**config.mk**
```make
export PLATFORM = sky130hd
export DESIGN_NAME = pool_reader
export DESIGN_NICKNAME = d
export VERILOG_FILES = /design/src/rtl/pool_reader.sv
export SDC_FILE = /design/constraint.sdc
export NUM_CORES = 1
export LEC_CHECK = 0
export ABC_CLOCK_PERIOD_IN_PS = 2790
export CORE_ASPECT_RATIO = 0.9
export CORE_MARGIN = 2
export CORE_UTILIZATION = 50
export CTS_CLUSTER_DIAMETER = 150
export DETAILED_ROUTE_END_ITERATION = 8
export PLACE_DENSITY_LB_ADDON = 0.3
export SYNTH_ARGS = -nofsm -noshare
export SYNTH_HDL_FRONTEND = slang
export SYNTH_SLANG_ARGS = --single-unit
```
**constraint.sdc**
```tcl
create_clock -name clock -period 2.79 [get_ports clock]
set_input_delay 0.558 -clock clock [delete_from_list [all_inputs] [get_ports clock]]
set_output_delay 0.558 -clock clock [all_outputs]
set_load 0.01 [all_outputs]
```
**src/rtl/pool_reader.sv**
```systemverilog
// Drains one word from the TRNG bit pool and streams it out LSB byte first; POOL_READER_HEADER_EN prepends byte 8'hA5.
// Latency: start -> pool_enable next edge; pool_full sampled -> out_valid two edges later; one byte per cycle.
// Backpressure: out_data and out_valid hold while out_ready is low; start is only sampled in IDLE.
module pool_reader #(
  parameter int POOL_WIDTH = 100
) (
  input  logic                  clock,
  input  logic                  reset,
  input  logic                  start,
  input  logic                  pool_full,
  input  logic [POOL_WIDTH-1:0] pool_data,
  output logic                  pool_enable,
  output logic [7:0]            out_data,
  output logic                  out_valid,
  input  logic                  out_ready,
  output logic                  busy,
  output logic                  done
);

  localparam int NUM_BYTES = (POOL_WIDTH + 7) / 8;
  localparam int WORD_W    = 8 * NUM_BYTES;
  localparam int IDX_W     = (NUM_BYTES > 1) ? $clog2(NUM_BYTES) : 1;
  localparam logic [IDX_W-1:0] LAST_IDX = IDX_W'(NUM_BYTES - 1);

  typedef enum logic [2:0] {
    S_IDLE,
    S_FILL,
    S_LATCH,
    S_SEND,
    S_FIN
  } state_t;

  state_t             state_q;
  state_t             state_d;
  logic [WORD_W-1:0]  word_q;
  logic [IDX_W-1:0]   idx_q;
  logic [7:0]         data_byte;

`ifdef POOL_READER_HEADER_EN
  localparam logic [7:0] HDR_BYTE = 8'hA5;
  logic hdr_q;
`endif

  // Zero-extension on latch makes padding bits in the top byte read as 0.
  always_ff @(posedge clock) begin
    if (reset) begin
      state_q <= S_IDLE;
      word_q  <= '0;
      idx_q   <= '0;
`ifdef POOL_READER_HEADER_EN
      hdr_q   <= 1'b0;
`endif
    end else begin
      state_q <= state_d;
      if (state_q == S_LATCH) begin
        word_q <= WORD_W'(pool_data);
        idx_q  <= '0;
`ifdef POOL_READER_HEADER_EN
        hdr_q  <= 1'b1;
`endif
      end else if (state_q == S_SEND && out_ready) begin
`ifdef POOL_READER_HEADER_EN
        if (hdr_q) begin
          hdr_q <= 1'b0;
        end else begin
          idx_q <= idx_q + 1'b1;
        end
`else
        idx_q <= idx_q + 1'b1;
`endif
      end
    end
  end

  always_comb begin
    data_byte = '0;
    for (int b = 0; b < NUM_BYTES; b++) begin
      if (idx_q == IDX_W'(b)) begin
        data_byte = word_q[8*b +: 8];
      end
    end
  end

  always_comb begin
    state_d     = state_q;
    pool_enable = 1'b0;
    out_valid   = 1'b0;
    out_data    = '0;
    busy        = 1'b1;
    done        = 1'b0;
    case (state_q)
      S_IDLE: begin
        busy = 1'b0;
        if (start) begin
          state_d = S_FILL;
        end
      end
      S_FILL: begin
        pool_enable = 1'b1;
        if (pool_full) begin
          state_d = S_LATCH;
        end
      end
      S_LATCH: begin
        state_d = S_SEND;
      end
      S_SEND: begin
        out_valid = 1'b1;
`ifdef POOL_READER_HEADER_EN
        out_data = hdr_q ? HDR_BYTE : data_byte;
        if (out_ready && !hdr_q && idx_q == LAST_IDX) begin
          state_d = S_FIN;
        end
`else
        out_data = data_byte;
        if (out_ready && idx_q == LAST_IDX) begin
          state_d = S_FIN;
        end
`endif
      end
      S_FIN: begin
        done    = 1'b1;
        state_d = S_IDLE;
      end
      default: begin
        state_d = S_IDLE;
      end
    endcase
  end

endmodule

```
==> flow_summary_export.csv, run 1 <==
group,metric,value,unit
timing,whs,0.458,ns
place,hpwl,11600,um
synthesis,synthCells,692,
clock_network,cts-root-buf,"clkbuf_16",
clock_network,clkTransAtPathRegs,0.07,ns
global_route,antenna_found_initial,0,
timing,relSlewSlack,0.414,
timing,finalCritPeriodShare,1.02,
place,gp_congestion,0.907,
final_layout,antenna_cells,0,
global_route,grt_pass1_vias,5045,
final_layout,fin_util,0.716,
hold_path,hold_depth,2,
critical_path,cp.buffers_inverters,2,
timing,setup_tns,-0.0749,ns
route,drtIter0Drc,398,
final_layout,final_cell_count_no_fill,943,
route,num_vias,5262,
critical_path,reg2regPathDepth,5,
hold_path,hold-path-endpoint,"word_q[20]",
power,pwr-share-seq,0.497,
run,maxCapViolCount,0,
critical_path,path_max_fanout,8,
timing,tightest_slew,0.878,ns
die,coreArea,10100,um^2
route,drcViolationCount,0,
critical_path,worstSetupEndpointType,"primary output",
synthesis,yosys_warnings,0,
critical_path,worstPathRequired,2.23,ns
route,drt-total-wl,16100,um
critical_path,rrSetupSlack,0.76,ns
power,power.density,453,nW/um^2
critical_path,critPathTopFamily,"compound AO/OA/AOI/OAI gates",
power,leakage,0.00247,uW
die,die_area,11100,um^2
place,dp.cells,919,
timing,hold_violations,0,
final_layout,final_nets,918,
power,combPwrFrac,0.124,
global_route,grtUsageTotal,0.289,
final_layout,final_cell_mix,"nand2_1, a21oi_1, clkdlybuf4s50_1",
global_route,grt_max_degree,59,
place,io_buffers,116,
critical_path,r2r-end,"word_q[98]",
timing,fmax,353,MHz
timing,layout_setup_ws,-0.0433,ns
critical_path,worstPathArrival,2.28,ns
timing,finalCriticalPeriod,2.83,ns
global_route,grt-ovfl-total,0,
clock_network,htree_levels,3,
synthesis,synth-edff-count,0,
timing,setup_viol,3,
critical_path,slowest_stage,"or3_4",
die,start_util,0.508,
route,first_pass_iters,5,
synthesis,synth_seq_cells,107,
critical_path,start_kind,"flop",
power,switching_share,0.259,
global_route,grt_pass1_wl,25600,um
timing,finClkSkew,0.00509,ns
status,outcome,"finished with violations",
synthesis,netlist_area,5140,um^2
die,io_pins,117,
synthesis,ys_seq_area_frac,0.417,
power,p_sw,849,uW
power,vdd.ir_drop.worst,501,uV
final_layout,drive_gt1_frac,0.156,
clock_network,cts_tree,"yes",
status,violations,"negative setup slack",
synthesis,syn_avg_cell_area,7.42,um^2
timing,rsz0062_at_grt,"true",
power,clockPowerShare,0.379,
power,power,3280,uW
synthesis,synthTopCellsByArea,"dfxtp_1, nand2_1, a21oi_1",
route,postRouteAntennaNets,0,
critical_path,path_cells,"buf_6, ha_4, or3_4, a221oi_2, a311oi_2, o22ai_2, buf_2",
clock_network,cts_num_sinks,107,
hold_path,min-delay-start,"word_q[20]",
critical_path,crit_type,"reg -> out",
die,std_cell_rows,35,
power,p_int,2430,uW
synthesis,ys.flop_type,"dfxtp_1",
synthesis,synthArstFlopShare,0,
timing,maxSlewViolCount,0,
clock_network,clock_path_buffers,2,
final_layout,syn_to_final_growth,40.9,%
synthesis,synth.distinct_cells,54,
route,routedWlPerCell,17.1,um
route,vias_per_cell,5.58,
critical_path,cpPeakStageDelay,0.44,ns
clock_network,clk-insertion-delay-late,0.36,ns
synthesis,yosysTopAreaCell,"dfxtp_1",
synthesis,synth_nets,801,
synthesis,synth_top_area_frac,0.417,
hold_path,holdCritPathClass,"reg -> reg",
final_layout,final_common_cell,"nand2_1",
critical_path,reg2reg_from,"state_q[2]",
die,die_w,111,um
clock_network,numCtsBuffers,9,
die,fp.dieH,100,um
Yosys cell counts, types with 2 or more instances:
| cell type | n |
|---|---|
| a311oi_1 | 6 |
| buf_6 | 2 |
| a211oi_1 | 3 |
| nand2_1 | 217 |
| ha_1 | 4 |
| o311ai_0 | 3 |
| a2111oi_0 | 2 |
| or3_1 | 2 |
| clkbuf_1 | 33 |
| o21ai_0 | 19 |
| o311a_1 | 2 |
| a221oi_1 | 7 |
| nand3_1 | 4 |
| a32o_1 | 3 |
| mux2i_1 | 2 |
| o22ai_1 | 5 |
| inv_1 | 14 |
| dfxtp_1 | 107 |
| a22o_1 | 7 |
| nor3_1 | 6 |
| nor2_1 | 8 |
| buf_2 | 26 |
| a211o_1 | 4 |
| nor4_1 | 5 |
| nor2b_1 | 20 |
| a31oi_1 | 5 |
| nand3b_1 | 11 |
| nor3b_1 | 10 |
| nand2b_1 | 4 |
| a21oi_1 | 124 |
| o2111ai_1 | 4 |
final cells by class:
| class | instances | area (um^2) |
|---|---|---|
| Multi-Input combinational cell | 508 | 2940 |
| Fill cell | 782 | 2880 |
| Sequential cell | 107 | 2150 |
| Timing Repair Buffer | 169 | 1640 |
| Clock buffer | 9 | 225 |
| Tap cell | 129 | 161 |
| Clock inverter | 7 | 58.8 |
| Inverter | 14 | 58.8 |
timing repair:
item                                    CTS  global route
setup buffers                             4             3
hold buffers                              0             0
gates cloned                              2             0
gates resized for setup                  80            23
pin swaps                                22            17
endpoints found under the setup margin    8             8
how the worst max path moves through the flow:
stage | from | endpoint | slack (ns) | cells past startpoint
final | idx_q[1] | out_data[0] | -0.04 | 7
after global routing | idx_q[1] | out_data[7] | -0.09 | 9
after CTS | idx_q[1] | out_data[4] | -0.04 | 7
after detailed placement | idx_q[0] | out_data[4] | -0.26 | 8
after global placement | idx_q[0] | out_data[4] | -0.23 | 9
after floorplan | idx_q[0] | out_data[4] | 0.55 | 7
flip-flops by register name, indices dropped and copies added (netlist names):
register  flops
idx_q         4
state_q       3
word_q      100
power by group through the flow:
stage	clock, uW	sequential, uW	combinational, uW
after floorplan	0	1650	187
after global placement	0	1660	376
after detailed placement	0	1670	386
after CTS	1250	1630	403
after global routing	1300	1640	443
final	1240	1630	405
metal layers:
metal / global-route usage / vias up / routed length [um]
met5: 0 / - / 0
met2: 0.492 / 151 / 7650
met4: 0.0760 / 0 / 212
met3: 0.0489 / 21 / 822
li1: - / 2602 / -
met1: 0.386 / 2488 / 7460
kinds of logic after synthesis:
kind of cell               Yosys count  share of synthesized area
xor gates and xnor gates             2                    0.00341
and+or+nand+nor                    296                      0.258
AOI/OAI and AO/OA                  204                      0.241
muxes                                2                    0.00390
DFF                                107                      0.417
buffers and inverters               77                     0.0665
adders and majority gates            4                    0.00974
worst min-delay path, stage by stage (launching register included):
cell,delay [ns]
dfxtp_1,0.31
nand2_1,0.05
a21oi_1,0.05
metrics by stage:
stage / setup WS, ns / cell area, um^2
2_1_floorplan: 0.553 / 5140
3_3_place_gp: -0.229 / 6590
3_5_place_dp: -0.260 / 6590
4_1_cts: -0.0447 / 7130
5_1_grt: -0.0867 / 7240
6_report: -0.0433 / 7240
Note: power is estimated with default switching activity, not from simulation.
==> run 2, diff against run 1 <==
--- a/config.mk
+++ b/config.mk
@@ -7,7 +7,6 @@
 export LEC_CHECK = 0
 export ABC_CLOCK_PERIOD_IN_PS = 2790
 export CORE_ASPECT_RATIO = 0.9
-export CORE_MARGIN = 2
 export CORE_UTILIZATION = 50
 export CTS_CLUSTER_DIAMETER = 150
 export DETAILED_ROUTE_END_ITERATION = 8
==> flow_summary_export.csv, run 2 (synthesized netlist as in run 1, its figures left out) <==
group,metric,value,unit
die,fp.dieH,98.2,um
power,pwr-share-seq,0.501,
clock_network,htree_levels,3,
final_layout,largest_register_ffs,100,
run,maxCapViolCount,0,
final_layout,final_cell_mix,"nand2_1, a21oi_1, clkdlybuf4s50_1",
global_route,grt_max_degree,101,
route,postRouteAntennaNets,0,
die,coreArea,9830,um^2
critical_path,worstSetupEndpointType,"primary output",
die,die_w,109,um
final_layout,regMostFlops,"word_q",
power,p_int,2430,uW
timing,hold_violations,0,
clock_network,cts_num_sinks,107,
timing,tightest_slew,0.676,ns
route,num_vias,5284,
critical_path,start_kind,"flop",
power,combPwrFrac,0.123,
power,clockPowerShare,0.377,
final_layout,syn_to_final_growth,36.7,%
place,gp_congestion,0.891,
critical_path,worstPathRequired,2.23,ns
critical_path,rrSetupSlack,1.05,ns
power,leakage,0.00240,uW
final_layout,antenna_cells,0,
final_layout,final_nets,912,
global_route,grtUsageTotal,0.302,
timing,fmax,361,MHz
route,routedWlPerCell,16.9,um
critical_path,worstPathArrival,2.21,ns
route,drt-total-wl,15800,um
clock_network,cts-root-buf,"clkbuf_16",
power,vdd.ir_drop.worst,414,uV
timing,rsz0062_at_grt,"true",
power,power.density,464,nW/um^2
hold_path,holdCritPathClass,"reg -> reg",
final_layout,reg_top3,"word_q (100), idx_q (4), state_q (3)",
timing,setup_viol,0,
final_layout,final_cell_count_no_fill,934,
place,dp.cells,917,
critical_path,crit_type,"reg -> out",
route,drtIter0Drc,337,
final_layout,fillers,790,
clock_network,clkTransAtPathRegs,0.07,ns
timing,relSlewSlack,0.549,
place,io_buffers,116,
timing,finalCriticalPeriod,2.77,ns
critical_path,path_max_fanout,8,
power,p_sw,830,uW
timing,setup_tns,0,ns
status,outcome,"finished, final reports clean",
clock_network,clk-insertion-delay-late,0.35,ns
global_route,antenna_found_initial,0,
die,start_util,0.523,
clock_network,clock_path_buffers,2,
route,first_pass_iters,5,
global_route,grt-ovfl-total,0,
die,std_cell_rows,34,
final_layout,final_common_cell,"nand2_1",
die,die_area,10700,um^2
timing,whs,0.459,ns
global_route,grt_pass1_vias,5012,
timing,finalCritPeriodShare,0.993,
timing,maxSlewViolCount,0,
clock_network,numCtsBuffers,9,
die,io_pins,117,
power,switching_share,0.255,
timing,finClkSkew,0.00507,ns
route,drcViolationCount,0,
route,vias_per_cell,5.66,
place,hpwl,11500,um
clock_network,cts_tree,"yes",
final_layout,drive_gt1_frac,0.141,
global_route,grt_pass1_wl,24900,um
[run 2: cell count changes in the layout (fill, tap and decap cells not counted), moves of 2 or more]
cell / change
buf_4: +5
clkbuf_2: +3
a221oi_2: +3
buf_12: -3
o22ai_1: +3
a221oi_4: -4
a21oi_1: +2
nor2b_2: +2
nor2b_1: -2
o22ai_2: -3
o311ai_1: +3
buf_6: -5
o311ai_0: -2
buf_2: -5
[run 2: power groups by stage]
stage / logic, uW / clock network [uW] / registers [uW]
5_1_grt: 439 / 1300 / 1640
6_report: 399 / 1230 / 1630
4_1_cts: 396 / 1240 / 1630
2_1_floorplan: 187 / 0 / 1650
3_3_place_gp: 378 / 0 / 1660
3_5_place_dp: 388 / 0 / 1670
[run 2: worst paths after layout]
path,from,endpoint,cells past startpoint
setup / recovery,idx_q[0],out_data[7],6
setup reg to reg,idx_q[0],state_q[0],7
hold reg to reg,word_q[35],word_q[35],2
hold / removal,word_q[35],word_q[35],2
[run 2: timing repair]
action | CTS | global route
gates cloned | 0 | 0
buffers inserted | 1 | 0
endpoints found under the hold margin | 0 | 0
pin swaps | 15 | 6
hold buffers | 0 | 0
setup endpoints to repair | 8 | 8
gates resized for setup | 60 | 21
[run 2: final cells by class]
cell class	instances	area, um^2	area share
Clock buffer	9	225	0.0321
Clock inverter	7	60.1	0.00855
Inverter	14	55.1	0.00784
Multi-Input combinational cell	508	2850	0.406
Timing Repair Buffer	163	1520	0.217
Sequential cell	107	2150	0.306
Tap cell	126	158	0.0224
[run 2: critical path, stage by stage (launching register included)]
cell and delay (ns):
dfxtp_4 0.39, ha_4 0.19, or3_4 0.45, a221oi_2 0.23, a2bb2oi_2 0.19, o311a_1 0.19
clkdlybuf4s15_2 0.22
[run 2: metrics by stage]
| stage | area (um^2) | util | total power, uW | setup WS, ns |
|---|---|---|---|---|
| floorplan | 5140 | - | 1830 | 0.553 |
| global placement | 6540 | 0.666 | 2040 | -0.0951 |
| detailed placement | 6540 | 0.666 | 2050 | -0.165 |
| CTS | 6950 | 0.707 | 3260 | -0.00908 |
| global route | 7020 | 0.715 | 3380 | -0.0458 |
| finish | 7020 | 0.715 | 3260 | 0.0187 |
[run 2: metal layers]
metal | track usage | vias to the layer above | part of all wire
met4 | 0.102 | 0 | 0.019
met5 | 0 | - | 0
met2 | 0.482 | 189 | 0.46
met3 | 0.0628 | 24 | 0.066
li1 | - | 2592 | -
met1 | 0.405 | 2479 | 0.45
